## src/rtl/icache_pkg.sv

```systemverilog
// Shared constants and FSM state encoding for the instruction-cache boot loader.
package icache_pkg;

    localparam int ICACHE_DEPTH   = 128;
    localparam int ICACHE_INDEX_W = 32;

    typedef enum logic [2:0] {
        IDLE,
        RX_LO,
        RX_HI,
        WRITE,
        RX_SUM,
        FINISH
    } loader_state_e;

endpackage

```

## src/rtl/icache_loader.sv

```systemverilog
// Instruction-cache boot/reload controller: assembles a little-endian byte stream into
// 16-bit words written at consecutive cache indices. Optional trailing XOR checksum: ICACHE_LOADER_CHECKSUM_EN.
module icache_loader
    import icache_pkg::*;
#(
    parameter int DEPTH = ICACHE_DEPTH,
    parameter int LEN_W = 8
) (
    input  logic                      clk,
    input  logic                      reset,
    input  logic                      start,
    input  logic [LEN_W-1:0]          load_len,
    input  logic                      rx_valid,
    input  logic [7:0]                rx_data,
    output logic                      rx_ready,
    output logic                      ic_write,
    output logic [ICACHE_INDEX_W-1:0] ic_instruction_index,
    output logic [15:0]               ic_instruction,
    input  logic                      cpu_fetch,
    input  logic [ICACHE_INDEX_W-1:0] cpu_index,
    output logic [ICACHE_INDEX_W-1:0] ic_index,
    output logic                      ic_not_enable,
    output logic                      cpu_stall,
    output logic                      busy,
    output logic                      done,
    output logic                      error
);

    localparam logic [LEN_W:0] DEPTH_L = (LEN_W+1)'(DEPTH);

    loader_state_e    state;
    logic [LEN_W-1:0] len_q;
    logic [LEN_W-1:0] cnt;
    logic [7:0]       lo_q;
    logic             rx_fire;
    logic             last_word;
`ifdef ICACHE_LOADER_CHECKSUM_EN
    logic [7:0]       sum_q;
`endif

    assign rx_fire   = rx_valid && rx_ready;
    assign last_word = ({1'b0, cnt} + 1'b1) == {1'b0, len_q};

    // The read port is always steered by the CPU; only its enable is withheld during a load.
    assign ic_index      = cpu_index;
    assign ic_not_enable = busy || !cpu_fetch;
    assign cpu_stall     = busy;

    // NOTE: every state bit and registered output uses <= so all of them update from
    // the same pre-edge values; blocking assignments here would create ordering races.
    always_ff @(posedge clk or posedge reset) begin
        if (reset) begin
            state                <= IDLE;
            len_q                <= '0;
            cnt                  <= '0;
            lo_q                 <= '0;
            rx_ready             <= 1'b0;
            ic_write             <= 1'b0;
            ic_instruction_index <= '0;
            ic_instruction       <= '0;
            busy                 <= 1'b0;
            done                 <= 1'b0;
            error                <= 1'b0;
`ifdef ICACHE_LOADER_CHECKSUM_EN
            sum_q                <= '0;
`endif
        end else begin
            done     <= 1'b0;
            ic_write <= 1'b0;
            case (state)
                IDLE: begin
                    if (start) begin
                        if ({1'b0, load_len} > DEPTH_L) begin
                            error <= 1'b1;
                        end else begin
                            len_q <= load_len;
                            cnt   <= '0;
                            error <= 1'b0;
                            busy  <= 1'b1;
`ifdef ICACHE_LOADER_CHECKSUM_EN
                            sum_q <= '0;
`endif
                            if (load_len == '0) begin
`ifdef ICACHE_LOADER_CHECKSUM_EN
                                state    <= RX_SUM;
                                rx_ready <= 1'b1;
`else
                                state    <= FINISH;
                                done     <= 1'b1;
`endif
                            end else begin
                                state    <= RX_LO;
                                rx_ready <= 1'b1;
                            end
                        end
                    end
                end
                RX_LO: begin
                    if (rx_fire) begin
                        lo_q  <= rx_data;
                        state <= RX_HI;
`ifdef ICACHE_LOADER_CHECKSUM_EN
                        sum_q <= sum_q ^ rx_data;
`endif
                    end
                end
                RX_HI: begin
                    // Write strobe and data are launched together so they are stable before the cache's negedge sample.
                    if (rx_fire) begin
                        rx_ready             <= 1'b0;
                        ic_write             <= 1'b1;
                        ic_instruction_index <= ICACHE_INDEX_W'(cnt);
                        ic_instruction       <= {rx_data, lo_q};
                        state                <= WRITE;
`ifdef ICACHE_LOADER_CHECKSUM_EN
                        sum_q                <= sum_q ^ rx_data;
`endif
                    end
                end
                WRITE: begin
                    cnt <= cnt + 1'b1;
                    if (last_word) begin
`ifdef ICACHE_LOADER_CHECKSUM_EN
                        state    <= RX_SUM;
                        rx_ready <= 1'b1;
`else
                        state    <= FINISH;
                        done     <= 1'b1;
`endif
                    end else begin
                        state    <= RX_LO;
                        rx_ready <= 1'b1;
                    end
                end
`ifdef ICACHE_LOADER_CHECKSUM_EN
                RX_SUM: begin
                    if (rx_fire) begin
                        if (rx_data != sum_q) begin
                            error <= 1'b1;
                        end
                        rx_ready <= 1'b0;
                        done     <= 1'b1;
                        state    <= FINISH;
                    end
                end
`endif
                FINISH: begin
                    busy  <= 1'b0;
                    state <= IDLE;
                end
                default: begin
                    rx_ready <= 1'b0;
                    busy     <= 1'b0;
                    state    <= IDLE;
                end
            endcase
        end
    end

endmodule

```

## config.mk

```make
export PLATFORM = sky130hd
export DESIGN_NAME = icache_loader
export DESIGN_NICKNAME = d
export VERILOG_FILES = /design/src/rtl/icache_pkg.sv /design/src/rtl/icache_loader.sv
export SDC_FILE = /design/constraint.sdc
export NUM_CORES = 1
export LEC_CHECK = 0
export ABC_CLOCK_PERIOD_IN_PS = 4490
export CAP_MARGIN = 40
export CELL_PAD_IN_SITES_DETAIL_PLACEMENT = 2
export CELL_PAD_IN_SITES_GLOBAL_PLACEMENT = 2
export CORE_UTILIZATION = 27
export CTS_BUF_LIST = sky130_fd_sc_hd__clkbuf_8
export CTS_CLUSTER_SIZE = 30
export DETAILED_ROUTE_END_ITERATION = 12
export GPL_TIMING_DRIVEN = 0
export PLACE_DENSITY = 0.93
export SYNTH_ARGS = -nofsm -noshare
export SYNTH_HDL_FRONTEND = slang
export SYNTH_SLANG_ARGS = --single-unit
```

## constraint.sdc

```tcl
create_clock -name clk -period 4.49 [get_ports clk]
set_clock_uncertainty 0.2 [all_clocks]
set_input_delay 0.6735 -clock clk [delete_from_list [all_inputs] [get_ports clk]]
set_output_delay 0.6735 -clock clk [all_outputs]
set_load 0.02 [all_outputs]
```

Yosys cells after proc, flatten, opt, wreduce, memory -nomap -nowiden
Cells that the tools add are included.
{"block": "totals", "reg_bits": 56, "word_cells": 71}
{"block": "op_classes", "n_addsub": 2, "n_lt_le_gt_ge": 1, "eq_ne": 11, "muxes": 27, "n_bitwise": 3, "reduce_logical": 16}
{"operator": "$mux W3", "n": 6}
{"operator": "$mux W8", "n": 2}
{"operator": "$pmux W8 S2", "n": 1}
{"operator": "$mux W1", "n": 14}
{"operator": "$ne A2 B2 Y1 const B", "n": 6}
{"operator": "$pmux W3 S4", "n": 1}
{"operator": "$add A8 B1 Y9 const B", "n": 1}
{"operator": "$eq A9 B8 Y1", "n": 1}
{"operator": "$reduce_and A3 Y1", "n": 3}
{"operator": "$add A8 B1 Y8 const B", "n": 1}
{"operator": "$gt A8 B8 Y1 const B", "n": 1}
{"operator": "$logic_not A8 Y1", "n": 1}
{"operator": "$eq A3 B2 Y1 const B", "n": 2}
{"operator": "$reduce_and A2 Y1", "n": 3}
{"operator": "$reduce_and A6 Y1", "n": 1}
{"operator": "$pmux W1 S2", "n": 2}
{"operator": "$pmux W1 S4", "n": 1}
{"operator": "$reduce_and A4 Y1", "n": 1}
{"operator": "$eq A3 B1 Y1 const B", "n": 1}
{"operator": "$eq A3 B3 Y1 const B", "n": 1}
{"operator": "$logic_not A3 Y1", "n": 1}
{"operator": "$not A1 Y1", "n": 3}
{"operator": "$reduce_or A3 Y1", "n": 1}
{"operator": "$reduce_bool A2 Y1", "n": 1}
{"operator": "other kinds (4)", "n": 4}

Depth between registers and ports, before layout
Gate-level depths: netlist (run 1).
{"block": "depth", "depth_word": 5, "mapped_depth": 7}

Least setup slack after synthesis (run 1)
OpenSTA, ideal clock, no wires.
{"block": "synth_path", "kind": "input to register", "start": "in load_len[2]", "end": "reg rx_ready", "setup_ps": 128, "arrival_ps": 2115, "required_time_ps": 4162, "setup_slack_ps": 2047, "path_stages": 6, "n_path_buf": 0, "cell_sequence": "or4_4 > or3_1 > nand3_2 > a221oi_2 > o21ai_1 > mux2_1"}
{"block": "synth_between", "elab_chain_cells": 3, "elab_cells_between_ends": 5}
{"element": "from (decl)", "line_no": "icache_loader.sv:12", "text": "input logic [LEN_W-1:0] load_len,"}
{"element": "$gt A8 B8 Y1 / $logic_not A8 Y1 (equally long branches)", "line_no": "icache_loader.sv:73, icache_loader.sv:83"}
{"element": "$ne A2 B2 Y1 (no line)"}
{"element": "$reduce_and A6 Y1 (no line) (*)"}
{"element": "to (signal assigned)", "line_no": "icache_loader.sv:57", "text": "rx_ready <= 1'b0;"}
{"element": "to (signal assigned)", "line_no": "icache_loader.sv:93", "text": "rx_ready <= 1'b1;"}
{"element": "to (signal assigned)", "line_no": "icache_loader.sv:110", "text": "rx_ready <= 1'b0;"}
{"element": "to (decl)", "line_no": "icache_loader.sv:15", "text": "output logic rx_ready,"}
Every way passes the cells marked *; elsewhere a longest branch is shown, timed or not.
A chain may end at the register's enable or synchronous reset.

Worst setup path after layout (run 1)
{"block": "layout_path", "start": "reg cnt[0]", "end": "reg rx_ready"}
{"block": "layout_between", "elab_chain_cells": 4}
{"element": "from (decl)", "line_no": "icache_loader.sv:33", "text": "logic [LEN_W-1:0] cnt;"}
{"element": "from (signal assigned)", "line_no": "icache_loader.sv:121", "text": "cnt <= cnt + 1'b1;"}
{"element": "$add A8 B1 Y9", "line_no": "icache_loader.sv:42", "text": "assign last_word = ({1'b0, cnt} + 1'b1) == {1'b0, len_q};"}
{"element": "$eq A9 B8 Y1", "line_no": "icache_loader.sv:42"}
{"element": "$ne A2 B2 Y1 (no line)"}
{"element": "$reduce_and A6 Y1 (no line)"}
Every way passes these cells.

==> impl_summary.log, run 1 <==
INFO  metric run_status = complete, but fails checks
INFO  metric failed_checks = DRC
INFO  metric ctsHtreeMaxLevel = 2
INFO  metric sw_frac_of_total = 35.1%
INFO  metric maxClockFrequency = 360 MHz
INFO  metric power_report.internal_total = 1.42 mW
INFO  metric power.total = 2.19 mW
INFO  metric clock_net_sink_count = 56
INFO  metric ios = 140
INFO  metric portion_of_total_power_attributed_to_combinational_logic = 44.4%
INFO  metric clockBufferDepth = 2
INFO  metric total_of_flip_flops_plus_latches_after_synthesis = 56
INFO  metric timing.slew.headroom = 50.8%
INFO  metric min_period = 2.78 ns
INFO  metric antennaDiodeCount = 0
INFO  metric power_per_cell_area = 518 nW/um^2
INFO  metric first_pass_grt_wire_length = 13000 um
INFO  metric p_seq_share = 37.8%
INFO  metric wirelength = 7880 um
INFO  metric placement.io_buffers = 83
INFO  metric die-width = 107 um
INFO  metric timing.critical_path.fanout_max = 7
INFO  metric critical_path_buf_inv_count = 0
INFO  metric yosysMostFrequentCell = sky130_fd_sc_hd__buf_4
INFO  metric ys.flop_type = sky130_fd_sc_hd__dfrtp_1
INFO  metric critPathMaxStageDelay = 0.50 ns
INFO  metric pre_cts_ws = 1.50 ns
INFO  metric cts_root_buf = sky130_fd_sc_hd__clkbuf_8
INFO  metric worstSetupPathType = reg -> reg
INFO  metric post_layout_nonfiller_instances = 520
INFO  metric netlist_area = 2980 sq um
INFO  metric switching_power = 767 uW
INFO  metric initial_core_utilization = 27.6%
INFO  metric transition_time_of_the_tightest_slew_check_pin = 0.733 ns
INFO  metric fp-row-count = 38
INFO  metric stdcell_area = 4230 sq um
INFO  metric finalHoldViolations = 0
INFO  metric detailed_place.area = 4100 sq um
INFO  metric overflow = 0
INFO  metric fp.dieArea = 11500 sq um
INFO  metric finalSetupTns = 0 ns
INFO  metric hold_start = error
INFO  metric share_of_cells_above_drive_strength_1 = 31.6%
INFO  metric ys_top_cells_by_count = sky130_fd_sc_hd__buf_4, sky130_fd_sc_hd__dfrtp_1, sky130_fd_sc_hd__mux2_2
INFO  metric required = 4.49 ns
INFO  metric num_vias = 2304
INFO  metric number_of_setup_violations_in_the_final_report = 0
INFO  metric postRouteAntennaNets = 0
INFO  metric gp_routability_congestion = 0.729
INFO  metric track_usage = 14.3%
INFO  metric grt_setup_unrepaired = no
INFO  metric synthArstFlopShare = 100%
INFO  metric leakage = 1.92 nW
INFO  metric synth_largest_type_area_fraction = 47.0%
INFO  metric vias_in_the_first_global_route = 2539
INFO  metric detailed_place_hpwl = 6270 um
INFO  metric post_drt_wl_per_cell = 15.1 um
INFO  metric final_max_slew_viol_count = 0
INFO  metric synthCells = 266
INFO  metric cts.clk_slew.worst_paths = 0.10 ns
INFO  metric period_share = 61.9%
INFO  metric cp-start-kind = register
INFO  metric detailedRoute.firstPassIterationCount = 8
INFO  metric finish.net_count = 434
INFO  metric cts_hold_buffers = 0
INFO  metric cts_tree = yes
INFO  metric synthesis.area_per_instance = 11.2 sq um
INFO  metric synth_cell_type_count = 41
INFO  metric worst_hold_path.num_cells = 2
INFO  metric worst_slack = 1.71 ns
INFO  metric synth_warnings = 0
INFO  metric worst_r2r_endpoint = rx_ready
INFO  metric crit_path_max_delay_family = multiplexers
INFO  metric routed_vias_inst = 4.43
INFO  metric worst_setup_path_end_kind = register
INFO  metric grt_max_degree = 32
INFO  metric seq_area_frac_synth = 47.0%
INFO  metric maximum_vdd_drop = 0.293 mV
INFO  metric synthToLayoutAreaGrowth = 41.6%
INFO  metric timing.critical_path.from = cnt[0]
INFO  metric post-synth-top-area-cell = sky130_fd_sc_hd__dfrtp_1
INFO  metric placeableCoreArea = 10800 sq um
INFO  metric reg2regPathDepth = 7
INFO  metric antenna_found_initial = 0
INFO  metric r2r_slack = 1.71 ns
INFO  metric netlist_top_cells_area = sky130_fd_sc_hd__dfrtp_1, sky130_fd_sc_hd__mux2_2, sky130_fd_sc_hd__buf_4
INFO  metric place.detailed.instances = 513
INFO  metric detailedRoute.firstIterationViolations = 69
INFO  metric hp-class = reg -> reg
INFO  metric proportion_of_power_drawn_by_the_clock_network = 17.8%
INFO  metric cts_repair_resize_count = 0
INFO  metric remaining_drc_errors = 1
INFO  metric holdPathEnd = error
INFO  metric worstPathCellList = ha_1 > nand3_1 > nor2_1 > mux2_2 > mux2i_1 > o21ai_1 > mux2_1
INFO  metric cts_made_buffers = 5
INFO  metric number_of_enable_type_register_cells_in_the_synthesized_netlist = 0
INFO  metric filler_cell_count = 1172
INFO  metric post-cts-setup-buffer-count = 0
INFO  metric source_of_the_worst_register_to_register_timing_path = cnt[0]
INFO  metric worstPathArrival = 2.77 ns
INFO  metric timing.critical_path.slowest_stage_cell = sky130_fd_sc_hd__dfrtp_1
INFO  metric cap_violations = 0
INFO  metric worstSkewPairLatency = 0.31 ns
INFO  metric chip_height = 107 um
## flip-flops by register name (all words and copies together), names as in the netlist
signal and cells:
ic_instruction 16, cnt 8, ic_instruction_index 8, len_q 8
lo_q 8, state 3, busy 1, done 1
error 1, ic_write 1, rx_ready 1
## cell usage in the layout, fill, tap and decap left out, types with 2 or more instances in the layout
master / netlist / layout
sky130_fd_sc_hd__bufinv_16: 0 / 2
sky130_fd_sc_hd__xnor2_1: 7 / 7
sky130_fd_sc_hd__conb_1: 1 / 24
sky130_fd_sc_hd__clkdlybuf4s50_1: 0 / 83
sky130_fd_sc_hd__a21oi_1: 4 / 4
sky130_fd_sc_hd__or3_1: 3 / 3
sky130_fd_sc_hd__buf_4: 57 / 57
sky130_fd_sc_hd__nor2_1: 15 / 15
sky130_fd_sc_hd__inv_1: 4 / 3
sky130_fd_sc_hd__clkbuf_8: 0 / 5
sky130_fd_sc_hd__o41ai_1: 4 / 4
sky130_fd_sc_hd__mux2_2: 40 / 40
sky130_fd_sc_hd__buf_2: 7 / 7
sky130_fd_sc_hd__dfrtp_1: 56 / 56
sky130_fd_sc_hd__o32ai_1: 2 / 2
sky130_fd_sc_hd__nand3_1: 7 / 7
sky130_fd_sc_hd__nor2b_1: 5 / 5
sky130_fd_sc_hd__nand2_1: 8 / 8
sky130_fd_sc_hd__nand2b_1: 6 / 6
sky130_fd_sc_hd__clkbuf_1: 3 / 3
sky130_fd_sc_hd__nor3_1: 2 / 2
sky130_fd_sc_hd__xor2_1: 3 / 3
sky130_fd_sc_hd__o21ai_0: 11 / 11
## cell type report
type | instances | area (sq um) | area share (%)
Multi-Input combinational cell | 162 | 1180 | 27.9
Clock inverter | 2 | 60.1 | 1.42
Tap cell | 140 | 175 | 4.15
Inverter | 4 | 15.0 | 0.355
Timing Repair Buffer | 84 | 851 | 20.1
Clock buffer | 5 | 68.8 | 1.63
Sequential cell | 56 | 1400 | 33.2
Buffer | 67 | 474 | 11.2
## worst min-delay path: stages (launching register included)
cell and delay, ns:
sky130_fd_sc_hd__dfrtp_1 0.36, sky130_fd_sc_hd__nand2_1 0.05, sky130_fd_sc_hd__o21ai_0 0.06
## cell families (layout without fill, tap and decap cells)
logic type	count (synthesis)	after routing	share of synthesized area, %
buf+inv	71	162	16.4
flops	56	56	47.0
simple gates	55	55	10.1
mux	42	42	15.8
compound gates	30	30	7.21
xor+xnor	10	10	2.94
fa+ha+maj	1	1	0.419
other cells	1	24	0.126
## per-layer routing
metal / vias up / wire length (um) / track usage, %
met2: 73 / 4520 / 27.9
met1: 1173 / 2860 / 15.3
met5: - / 0 / 0
met4: 0 / 57 / 2.84
met3: 7 / 432 / 3.71
li1: 1051 / - / -
## worst max path at each step
stage	end	slack (ns)	depth (start not counted)
CTS	rx_ready	1.69	7
floorplan	rx_ready	2.05	6
finish	rx_ready	1.71	7
global route	rx_ready	1.56	7
detailed placement	rx_ready	1.50	7
global placement	len_q[0]	1.17	2
## through the flow
stage,hold WS [ns],utilization [%]
after floorplan,0.277,-
after global placement,0.278,37.8
after detailed placement,0.286,38.0
after CTS,0.309,39.1
after global routing,0.331,39.1
final,0.301,39.1
## power groups by stage
| stage | sequential, mW | clock, mW | combinational [mW] |
|---|---|---|---|
| after floorplan | 0.937 | 0 | 0.476 |
| after global placement | 0.823 | 0 | 0.937 |
| after detailed placement | 0.842 | 0 | 0.985 |
| after CTS | 0.832 | 0.404 | 0.990 |
| after global routing | 0.859 | 0.420 | 1.05 |
| final | 0.826 | 0.390 | 0.971 |
Power figures use the tool's default switching activity.
==> run 2: changes to the inputs <==
--- a/config.mk
+++ b/config.mk
@@ -5,16 +5,16 @@
 export SDC_FILE = /design/constraint.sdc
 export NUM_CORES = 1
 export LEC_CHECK = 0
-export ABC_CLOCK_PERIOD_IN_PS = 4490
+export ABC_CLOCK_PERIOD_IN_PS = 2200
 export CAP_MARGIN = 40
 export CELL_PAD_IN_SITES_DETAIL_PLACEMENT = 2
 export CELL_PAD_IN_SITES_GLOBAL_PLACEMENT = 2
-export CORE_UTILIZATION = 27
+export CORE_UTILIZATION = 23
 export CTS_BUF_LIST = sky130_fd_sc_hd__clkbuf_8
 export CTS_CLUSTER_SIZE = 30
 export DETAILED_ROUTE_END_ITERATION = 12
 export GPL_TIMING_DRIVEN = 0
-export PLACE_DENSITY = 0.93
+export PLACE_DENSITY = 0.85
 export SYNTH_ARGS = -nofsm -noshare
 export SYNTH_HDL_FRONTEND = slang
 export SYNTH_SLANG_ARGS = --single-unit
==> constraint.sdc (replaced) <==
create_clock -name clk -period 2.2 [get_ports clk]
set_clock_uncertainty 0.2 [all_clocks]
set_input_delay 0.33 -clock clk [delete_from_list [all_inputs] [get_ports clk]]
set_output_delay 0.33 -clock clk [all_outputs]
set_load 0.02 [all_outputs]
==> impl_summary.log, run 2 (same netlist as run 1, synthesis figures left out) <==
INFO  metric min_period = 2.34 ns
INFO  metric met1_usage = 12.7%
INFO  metric groute.layer.met2.usage = 23.3%
INFO  metric required = 2.20 ns
INFO  metric number_of_setup_violations_in_the_final_report = 1
INFO  metric post_layout_nonfiller_instances = 557
INFO  metric ctsHtreeMaxLevel = 2
INFO  metric worst_setup_path_end_kind = register
INFO  metric finish.net_count = 438
INFO  metric filler_cell_count = 1396
INFO  metric grt_setup_unrepaired = yes
INFO  metric antennaDiodeCount = 0
INFO  metric antenna_found_initial = 0
INFO  metric most_common_cell_after_layout_fill_and_taps_aside = sky130_fd_sc_hd__clkdlybuf4s50_1
INFO  metric finalHoldViolations = 0
INFO  metric mostFrequentLayoutCells = sky130_fd_sc_hd__clkdlybuf4s50_1, sky130_fd_sc_hd__buf_4, sky130_fd_sc_hd__dfrtp_1
INFO  metric postRouteAntennaNets = 0
INFO  metric worstPathCellList = ha_4 > xor2_1 > a2111o_1 > nor3_2 > o2111ai_2 > o21ai_2 > mux2_4
INFO  metric share_of_cells_above_drive_strength_1 = 37.1%
INFO  metric finalSetupTns = -0.140 ns
INFO  metric chip_height = 116 um
INFO  metric fp.dieArea = 13400 sq um
INFO  metric critPathMaxStageDelay = 0.44 ns
INFO  metric worst_hold_margin = 0.224 ns
INFO  metric first_pass_grt_wire_length = 12200 um
INFO  metric period_share = 106%
INFO  metric wirelength = 8030 um
INFO  metric worstSetupPathType = reg -> reg
INFO  metric cts_root_buf = sky130_fd_sc_hd__clkbuf_8
INFO  metric power_per_cell_area = 1040 nW/um^2
INFO  metric cts_made_buffers = 5
INFO  metric grt_max_degree = 31
INFO  metric detailedRoute.firstPassIterationCount = 3
INFO  metric vias_in_the_first_global_route = 2439
INFO  metric placement.io_buffers = 83
INFO  metric maximum_vdd_drop = 0.503 mV
INFO  metric cp-start-kind = register
INFO  metric detailed_place_hpwl = 6290 um
INFO  metric area_of_the_multi_input_gates = 1280 sq um
INFO  metric cts.clk_slew.worst_paths = 0.11 ns
INFO  metric critical_path_buf_inv_count = 0
INFO  metric detailedRoute.firstIterationViolations = 35
INFO  metric transition_time_of_the_tightest_slew_check_pin = 0.791 ns
INFO  metric clock_net_sink_count = 56
INFO  metric placeableCoreArea = 12600 sq um
INFO  metric initial_core_utilization = 23.6%
INFO  metric maxClockFrequency = 427 MHz
INFO  metric synthToLayoutAreaGrowth = 47.5%
INFO  metric die-width = 116 um
INFO  metric clockBufferDepth = 2
INFO  metric detailed_place.area = 4150 sq um
INFO  metric critical_path_cell_count = 7
INFO  metric ff_latch_area = 1410 sq um
INFO  metric worstSkewPairLatency = 0.31 ns
INFO  metric gr-max-usage-layer = met2
INFO  metric ios = 140
INFO  metric failed_checks = setup timing
INFO  metric stdcell_area = 4400 sq um
INFO  metric largest_register_ff_count = 16
INFO  metric timing.critical_path.fanout_max = 2
INFO  metric worstPathArrival = 2.34 ns
INFO  metric hp-class = in -> async
INFO  metric cap_violations = 0
INFO  metric leakage = 1.96 nW
INFO  metric reg2regPathDepth = 7
INFO  metric run_status = complete, but fails checks
INFO  metric power.total = 4.58 mW
INFO  metric pre_cts_ws = -0.506 ns
INFO  metric gp_routability_congestion = 0.748
INFO  metric worst_slack = -0.140 ns
INFO  metric track_usage = 11.8%
INFO  metric cts_tree = yes
INFO  metric final_max_slew_viol_count = 0
INFO  metric crit_path_max_delay_family = compound AO/OA/AOI/OAI gates
INFO  metric timing.critical_path.slowest_stage_cell = sky130_fd_sc_hd__dfrtp_2
INFO  metric globalRouteMet3Util = 3.09%
INFO  metric place.detailed.instances = 545
INFO  metric num_vias = 2310
INFO  metric fp-row-count = 41
INFO  metric timing.slew.headroom = 47.0%
INFO  metric overflow = 0
INFO  metric routed_vias_inst = 4.15
INFO  metric final_core_utilization = 34.9%
INFO  metric max_flop_register = ic_instruction
INFO  metric remaining_drc_errors = 0
INFO  metric post_drt_wl_per_cell = 14.4 um
==> run 2: changes by cell type in the layout (fill, tap and decap cells not counted), moves of 2 or more <==
cell	delta
sky130_fd_sc_hd__o32ai_1	-2
sky130_fd_sc_hd__clkbuf_1	-2
sky130_fd_sc_hd__buf_4	+7
sky130_fd_sc_hd__dfrtp_2	+3
sky130_fd_sc_hd__buf_2	-2
sky130_fd_sc_hd__clkbuf_8	+2
sky130_fd_sc_hd__dfrtp_1	-3
==> run 2: timing repair <==
item,CTS,global route
buffers inserted,3,2
gates resized for setup,15,7
hold buffers,0,0
endpoints found under the setup margin,34,38
pin swaps,2,1
gates cloned,0,0
==> run 2: worst register-to-register path, cell delays in order (launching register included) <==
cell and delay [ns]:
sky130_fd_sc_hd__dfrtp_2 0.44, sky130_fd_sc_hd__ha_4 0.25, sky130_fd_sc_hd__xor2_1 0.17, sky130_fd_sc_hd__a2111o_1 0.31, sky130_fd_sc_hd__nor3_2 0.15, sky130_fd_sc_hd__o2111ai_2 0.20, sky130_fd_sc_hd__o21ai_2 0.20, sky130_fd_sc_hd__mux2_4 0.31
==> run 2: per-layer routing <==
layer / up-vias / share of wire (%)
li1: 1059 / -
met1: 1179 / 37
met2: 70 / 57
met3: 2 / 5.7
met4: 0 / 0.21
met5: - / 0
==> run 2: area by class of cell <==
type | instances | area share, %
tap | 172 | 4.89
clock inverter | 1 | 0.682
buffer | 66 | 10.8
clock buffer | 7 | 2.19
inverter | 4 | 0.341
multi-input combinational | 162 | 29.0
sequential | 56 | 31.9
timing repair buffer | 89 | 20.2
==> run 2: final timing paths <==
kind                       slack, ns    from        to
setup reg to reg               -0.14  cnt[1]  rx_ready
min in group clk                0.30   error     error
hold reg to reg                 0.30   error     error
max in group asynchronous       0.98   reset   lo_q[6]
hold / removal                  0.22   reset  len_q[2]
setup / recovery               -0.14  cnt[1]  rx_ready
==> run 2: power by group <==
group          internal [mW]  total, mW  switching [mW]
Clock                  0.403      0.746           0.343
Combinational           1.11       2.14            1.03
Sequential              1.42       1.69           0.263
==> edit (settings of run 1) <==
The option `ICACHE_LOADER_CHECKSUM_EN` is turned on by a define.
--- a/src/rtl/icache_loader.sv
+++ b/src/rtl/icache_loader.sv
@@ -2,2 +2,4 @@
 // 16-bit words written at consecutive cache indices. Optional trailing XOR checksum: ICACHE_LOADER_CHECKSUM_EN.
+`define ICACHE_LOADER_CHECKSUM_EN
+
 module icache_loader
Behaviour: not the same (a bounded check fails within 4 cycles, from zero or initial values and one cycle with reset high).
==> edit against run 1 <==
Synthesized area rose by 15%. Largest cell class unchanged. Power grew 12%. Sequential cell count up 8. Register-to-register slack better by 0.29 ns. Largest power group unchanged. Wire length is 21% higher. Synthesized cell count is 20% higher. Setup slack better by 0.038 ns. Sequential share of layout area is 0.63 points higher. Clock power grew 13%. Fmax grew 1.4%. Cell area up 12%.
==> edit: results (changes against run 1) <==
Tmin final=2.74 ns (was 2.78 ns); Nets=490 (was 434); area of placed instances=4580 sq um (was 4100 sq um); seq pwr=0.000963 W (was 0.000826 W); worst vdd ir=0.000264 V (was 0.000293 V); first-pass GRT wire length=15300 um (was 13000 um); ranking of synthesized cells by area=dfrtp_1 (47%), buf_4 (12%), mux2_1 (11%), o21ai_1 (3.9%), xnor2_1 (3.3%) (was dfrtp_1 (47%), mux2_2 (15%), buf_4 (14%), xnor2_1 (2.1%), nor2_1 (1.9%)); drt pass-1 iters=4 (was 8); Post-synth top cells=dfrtp_1 (64), buf_4 (57), mux2_1 (34), o21ai_1 (27), nand2_1 (23) (was buf_4 (57), dfrtp_1 (56), mux2_2 (40), nor2_1 (15), o21ai_0 (11)); vias per cell=4.50 (was 4.43); P_int=0.00154 W (was 0.00142 W); gr usage total=0.153 (was 0.143); GPL Wtd Cong=0.805 (was 0.729); worst-skew pair later-pin latency=0.36 ns (was 0.31 ns); placed cell count=593 (was 513); vias in the first global route=2917 (was 2539); DRT iter0 DRCs=34 (was 69); status=completed (was finished, violations left); total number of H-tree levels=3 (was 2); dpl ws=1.31 ns (was 1.50 ns); hpwl dp=7390 um (was 6270 um); DR WL/cell=15.8 um (was 15.1 um); share of post-route cells with drive strength above 1=0.203 (was 0.316); Worst-Margin Slew=0.694 ns (was 0.733 ns); vias=2729 (was 2304); Clk pin slew, worst setup/hold paths=0.06 ns (was 0.10 ns); origin of the worst setup path=rx_valid (was cnt[0]); Pleak=2.12 nW (was 1.92 nW); sequential-to-total area share from yosys stat=0.467 (was 0.470); Fill cells=1349 (was 1172); Synth Instances=318 (was 266); CTS buffer count=9 (was 5); combinational group power=0.00104 W (was 0.000971 W)
edit: changes by cell type in the layout (fill, tap and decap cells not counted), sizes merged, moves of 4 or more:
cell	before	now
buf	65	61
o21ai	13	29
xnor2	7	13
nor2	15	10
dfrtp	56	64
nor4	0	4
a21oi	4	13
clkbuf	8	19
nand2	8	23
edit: worst min path at each step:
stage	startpoint	endpoint	slack (ns)	cells past startpoint
after global placement	lo_q[1]	lo_q[1]	0.26	1
after floorplan	lo_q[0]	lo_q[0]	0.25	1
after CTS	ic_instruction_index[2]	ic_instruction_index[2]	0.29	1
after detailed placement	ic_instruction_index[2]	ic_instruction_index[2]	0.28	1
after global routing	ic_instruction[12]	ic_instruction[12]	0.30	1
final	ic_instruction[15]	ic_instruction[15]	0.28	1
edit: final cells by class:
cell class,instances,area [sq um],share of cell area
Inverter,3,11.3,0.00238
Tap cell,168,210,0.0444
Sequential cell,64,1600,0.338
Clock inverter,2,8.76,0.00185
Clock buffer,11,151,0.0319
Multi-Input combinational cell,206,1430,0.301
Timing Repair Buffer,84,851,0.180
Buffer,68,479,0.101
edit: cells by family (layout without fill, tap and decap cells):
group | count (synthesis) | after routing | synth area share
buffers and inverters | 71 | 168 | 0.143
and+or+nand+nor | 67 | 67 | 0.105
DFF | 64 | 64 | 0.467
AOI/OAI and AO/OA | 55 | 55 | 0.0944
muxes | 40 | 40 | 0.138
xor gates and xnor gates | 19 | 19 | 0.0485
adders and majority gates | 1 | 1 | 0.00365
other | 1 | 24 | 0.00109
edit: metal layers:
metal  vias to the layer above  wire [um]  track usage
met5                         -          0            0
met4                         0        149       0.0563
met3                        13        501       0.0448
met2                        87       5200        0.292
met1                      1388       3700        0.159
li1                       1241          -            -
